## src/rtl/countdown_timer.sv

```systemverilog
// MM:SS BCD countdown timer with pause/resume, preset reload and a timed alarm.
// All outputs are registered; reset is synchronous and active-high.
module countdown_timer #(
  parameter int unsigned TICK_DIV   = 100000000,
  parameter int unsigned ALARM_SECS = 5
) (
  input  logic       clk,
  input  logic       rst,
  input  logic       start_i,
  input  logic       pause_tgl_i,
  input  logic       load_i,
  input  logic [1:0] load_sel_i,
  input  logic [3:0] load_val_i,
  output logic [3:0] min_l_o,
  output logic [3:0] min_r_o,
  output logic [3:0] sec_l_o,
  output logic [3:0] sec_r_o,
  output logic       running_o,
  output logic       expired_o,
  output logic       alarm_o
);

  localparam int unsigned DivW = (TICK_DIV > 1) ? $clog2(TICK_DIV) : 1;
  localparam int unsigned AlmW = $clog2(ALARM_SECS + 1);
  localparam logic [DivW-1:0] DivMax = DivW'(TICK_DIV - 1);
  localparam logic [AlmW-1:0] AlmMax = AlmW'(ALARM_SECS);

  typedef enum logic [1:0] {StIdle, StRun, StPause, StDone} state_e;

  // Digit index: 3=min_l, 2=min_r, 1=sec_l, 0=sec_r.
  typedef logic [3:0][3:0] time_t;

  state_e          state_q, state_d;
  time_t           digit_q, digit_d;
  time_t           preset_q, preset_d;
  logic [DivW-1:0] div_q, div_d;
  logic [AlmW-1:0] alm_q, alm_d;
  logic            running_q, expired_q, alarm_q;
  logic            tick;
  time_t           dec;

  function automatic logic [3:0] clamp_digit(input logic [1:0] sel, input logic [3:0] val);
    logic [3:0] lim;
    lim = (sel == 2'd1) ? 4'd5 : 4'd9;
    return (val > lim) ? lim : val;
  endfunction

  // Only used while the time is non-zero, so min_l never underflows.
  function automatic time_t bcd_dec(input time_t d);
    time_t res;
    res = d;
    if (d[0] != 4'd0) begin
      res[0] = d[0] - 4'd1;
    end else begin
      res[0] = 4'd9;
      if (d[1] != 4'd0) begin
        res[1] = d[1] - 4'd1;
      end else begin
        res[1] = 4'd5;
        if (d[2] != 4'd0) begin
          res[2] = d[2] - 4'd1;
        end else begin
          res[2] = 4'd9;
          res[3] = d[3] - 4'd1;
        end
      end
    end
    return res;
  endfunction

  assign tick = (div_q == DivMax);
  assign dec  = bcd_dec(digit_q);

  always_comb begin
    state_d  = state_q;
    digit_d  = digit_q;
    preset_d = preset_q;
    div_d    = div_q;
    alm_d    = alm_q;

    unique case (state_q)
      StIdle: begin
        // A load in the same cycle as start wins.
        if (load_i) begin
          digit_d[load_sel_i]  = clamp_digit(load_sel_i, load_val_i);
          preset_d[load_sel_i] = clamp_digit(load_sel_i, load_val_i);
        end else if (start_i && (digit_q != '0)) begin
          state_d = StRun;
          div_d   = '0;
        end
      end
      StRun: begin
        div_d = tick ? '0 : div_q + DivW'(1);
        if (tick) begin
          digit_d = dec;
        end
        if (tick && (dec == '0)) begin
          state_d = StDone;
          div_d   = '0;
          alm_d   = '0;
        end else if (pause_tgl_i) begin
          state_d = StPause;
        end
      end
      StPause: begin
        if (start_i || pause_tgl_i) begin
          state_d = StRun;
        end
      end
      StDone: begin
        div_d = tick ? '0 : div_q + DivW'(1);
        if (tick && (alm_q != AlmMax)) begin
          alm_d = alm_q + AlmW'(1);
        end
        if (start_i) begin
          state_d = StIdle;
          digit_d = preset_q;
          div_d   = '0;
        end
      end
      default: state_d = StIdle;
    endcase
  end

  always_ff @(posedge clk) begin
    if (rst) begin
      state_q   <= StIdle;
      digit_q   <= '0;
      preset_q  <= '0;
      div_q     <= '0;
      alm_q     <= '0;
      running_q <= 1'b0;
      expired_q <= 1'b0;
      alarm_q   <= 1'b0;
    end else begin
      state_q   <= state_d;
      digit_q   <= digit_d;
      preset_q  <= preset_d;
      div_q     <= div_d;
      alm_q     <= alm_d;
      running_q <= (state_d == StRun);
      expired_q <= (state_d == StDone);
      alarm_q   <= (state_d == StDone) && (alm_d != AlmMax);
    end
  end

  assign min_l_o   = digit_q[3];
  assign min_r_o   = digit_q[2];
  assign sec_l_o   = digit_q[1];
  assign sec_r_o   = digit_q[0];
  assign running_o = running_q;
  assign expired_o = expired_q;
  assign alarm_o   = alarm_q;

endmodule

```

## config.mk

```make
export PLATFORM = sky130hd
export DESIGN_NAME = countdown_timer
export DESIGN_NICKNAME = d
export VERILOG_FILES = /design/src/rtl/countdown_timer.sv
export SDC_FILE = /design/constraint.sdc
export NUM_CORES = 1
export LEC_CHECK = 0
export CAP_MARGIN = 20
export CORE_UTILIZATION = 55
export CTS_BUF_LIST = sky130_fd_sc_hd__clkbuf_4 sky130_fd_sc_hd__clkbuf_8
export DETAILED_ROUTE_END_ITERATION = 7
export PLACE_DENSITY = 0.77
export SLEW_MARGIN = 10
export SYNTH_ARGS = -nofsm -noshare
export SYNTH_HDL_FRONTEND = slang
export SYNTH_SLANG_ARGS = --single-unit
```

## constraint.sdc

```tcl
create_clock -name clk -period 2.3 [get_ports clk]
set_clock_uncertainty 0.2 [all_clocks]
set_input_delay 0.345 -clock clk [delete_from_list [all_inputs] [get_ports clk]]
set_output_delay 0.345 -clock clk [all_outputs]
set_load 0.01 [all_outputs]
```

==> run_results.csv <==
group,metric,value,unit
outcome,status,"finished, violations left",
outcome,failed_checks,"DRC, setup timing",
routing,drc,3,
worst_hold_path,hold_path.class,"register to register",
placement,gp_congestion,0.910,
finish,fin_nets,595,
setup_path,reg2regPathDepth,8,
synth,ys_ff_latch,67,
timing,rsz0062_at_grt,"yes",
finish,finish.utilization,80.2,%
power,ir_drop,0.444,mV
setup_path,crit_slowest_cell,"or4_4",
floorplanning,top_level_ports,30,
placement,portBuffers,29,
setup_path,crit_path_end_kind,"register",
setup_path,r2r_slack,-3,ps
synth,avgSynthCellArea,7.80,um2
synth,synth_cell_types,52,
routing,drtIter0Drc,508,
global_routing,gr-total-overflow,0,
routing,final_antenna_net_count,0,
worst_hold_path,hold_start,"preset_q[6]",
floorplanning,start_util,58.0,%
finish,design_area,5210,um2
global_routing,grt_max_degree,41,
setup_path,start_kind,"register",
setup_path,critPathBufInv,2,
floorplanning,die_area,7190,um2
floorplanning,chipHeight,84.8,um
timing,period_share,100,%
power,intPower,2.24,mW
synth,synth_top_area_cell,"dfxtp_1",
setup_path,rr_endpoint,"div_q[11]",
power,power_density,622,nW/um2
clocking,insertion_delay,350,ps
clocking,clockBufferDepth,2,
finish,drive_above_1_share,26.5,%
timing,setup_tns,-3.67,ps
power,pwr-share-clk,34.7,%
power,power_frac_comb,27.4,%
setup_path,timing.rr.start,"min_r_o[1]",
timing,max_freq,434,MHz
setup_path,critPathTopFamily,"simple AND/OR/NAND/NOR gates",
synth,yosysTopAreaCellShare,35.6,%
synth,synthTopCellsByArea,"dfxtp_1 (36%), nor2_1 (7.2%), o21ai_0 (4.6%)",
power,pwr-share-seq,37.9,%
clocking,cts_buffers,9,
setup_path,cp-startpoint,"min_r_o[1]",
clocking,hold_buffers,0,
global_routing,antenna_found_initial,0,
timing,layout_setup_ws,-2.78,ps
placement,place_area,4620,um2
synth,synth_flop_cell,"dfxtp_1",
clocking,cts_tree,"yes",
global_routing,grt_pass1_wl,18.0,mm
synth,async_flop_share,0,%
synth,netlist_area,3770,um2
timing,finalCriticalPeriod,2300,ps
global_routing,grt_pass1_vias,3729,
global_routing,grt_usage,31.3,%
synth,synth_cells,483,
routing,vias,4253,
power,p_switching,1.01,mW
synth,ys_seq_area_share,35.6,%
setup_path,crit_path_max_incr_delay,550,ps
floorplanning,die_x,84.8,um
setup_path,crit_cells,8,
clocking,clkTransAtPathRegs,80,ps
finish,instances_no_fill,659,
setup_path,crit_chain,"or4_4 > nor4b_4 > buf_6 > nand3_4 > a32oi_4 > buf_12 > nand2_4 > nor2_1",
timing,relSlewSlack,44.0,%
setup_path,cp_max_fo,5,
placement,placedCellCount,636,
synth,yosys_warnings,0,
timing,tightest_slew,831,ps
clocking,clockRootBuffer,"clkbuf_8",
routing,wl,12.3,mm
power,switching_share,31.0,%
power,leakage,1.95,nW
synth,ys_top_cells_by_count,"nor2_1 (72), dfxtp_1 (67), nand2_1 (35), o21ai_0 (35), a21oi_1 (33)",
setup_path,critPathKind,"register to register",
timing,final-hold-violation-count,0,
setup_path,cp_data_arrival_time,2370,ps
setup_path,endpoint,"div_q[11]",
routing,dr.pass1.iters,7,
clocking,htreeDepth,3,
finish,num-fill-cells,410,
placement,hpwl,7.86,mm
power,power.total,3.24,mW
floorplanning,num_rows,29,
finish,n_antenna_cell,0,
finish,syn2layout_area_growth,38.3,%
floorplanning,core_area,6490,um2
synth,synth_edf_count,0,
flow_run,cap_violations,0,
timing,slew_viol_final,0,
setup_path,cp_data_required_time,2370,ps
routing,via_per_inst,6.45,
synth,synth_most_common_cell,"nor2_1",
routing,routedWlPerCell,18.6,um
timing,setup_viol,2,
synth,syn_nets,501,
clocking,cts_sinks,67,
## placed cells by master, fill, tap and decap left out, drive strengths merged, types with 5 or more instances in the layout
cell | synthesis | final
nand4 | 13 | 13
nand2 | 36 | 39
and4 | 5 | 5
a31oi | 7 | 7
a211oi | 11 | 11
nand3 | 22 | 22
or4 | 5 | 5
clkbuf | 17 | 11
nor2 | 72 | 72
xor2 | 14 | 14
and3 | 7 | 7
inv | 10 | 10
clkdlybuf4s50 | 0 | 29
dfxtp | 67 | 67
or3 | 7 | 7
o21ai | 35 | 35
nor4 | 11 | 11
buf | 8 | 75
a21oi | 33 | 33
ha | 7 | 7
nor3 | 24 | 24
nand2b | 5 | 5
mux2i | 9 | 9
xnor2 | 9 | 9
## state kept, by name, indices dropped and copies added (netlist names)
register   cells
sec_r_o        4
min_r_o        4
preset_q      16
alarm_o        1
min_l_o        4
sec_l_o        4
alm_q          3
expired_o      1
running_o      1
div_q         27
state_q        2
## how the worst min path moves through the flow
stage | slack (ps) | depth (start not counted) | end
after floorplan | 230 | 2 | preset_q[6]
after global placement | 240 | 2 | preset_q[6]
after detailed placement | 260 | 2 | preset_q[6]
after CTS | 270 | 2 | preset_q[6]
after global routing | 320 | 2 | preset_q[6]
final | 270 | 2 | preset_q[6]
## cell type report
type	count	area (um2)	area share (%)
Multi-Input combinational cell	384	2580	49.5
Inverter	10	37.5	0.721
Sequential cell	67	1350	25.9
Timing Repair Buffer	105	923	17.7
Clock inverter	6	88.8	1.71
Clock buffer	10	138	2.64
Tap cell	77	96.3	1.85
## power by group through the flow
| stage | clock (mW) | sequential (mW) | combinational, mW |
|---|---|---|---|
| 3_3_place_gp | 0 | 1.25 | 0.693 |
| 4_1_cts | 1.12 | 1.22 | 0.717 |
| 6_report | 1.12 | 1.23 | 0.888 |
| 3_5_place_dp | 0 | 1.25 | 0.706 |
| 5_1_grt | 1.19 | 1.23 | 0.938 |
| 2_1_floorplan | 0 | 1.25 | 0.403 |
## stage by stage
| step | setup WS, ps | hold slack (ps) |
|---|---|---|
| 6_report | -2.78 | 266 |
| 5_1_grt | -94.2 | 316 |
| 4_1_cts | 6.28 | 271 |
| 3_5_place_dp | -345 | 261 |
| 3_3_place_gp | -276 | 244 |
| 2_1_floorplan | -70.6 | 233 |
## repair_timing
item,CTS,global route
setup buffers,0,4
pin swaps,1,19
gates cloned,0,4
setup endpoints to repair,21,48
gates resized for setup,3,58
## cells by family after synthesis
family          synth area share, %
compound gates                 17.8
xor+xnor                       5.35
fa+ha+maj                      2.32
buf+inv                        4.18
flops                          35.6
mux                            2.99
simple gates                   31.8
## per-layer routing
layer  vias to the layer above  track usage, %  part of all wire (%)
met2                       258            48.2                    46
met5                         -               0                     0
li1                       1959               -                     -
met1                      1991            43.8                    43
met4                         0            11.1                   3.1
met3                        45            6.19                   8.2
## worst reg2reg max path: stages (launching register included)
cell and delay [ps]:
dfxtp_1 320, or4_4 550, nor4b_4 280, buf_6 180
nand3_4 80, a32oi_4 220, buf_12 170, nand2_4 80
nor2_1 170
Power figures use the tool's default switching activity.
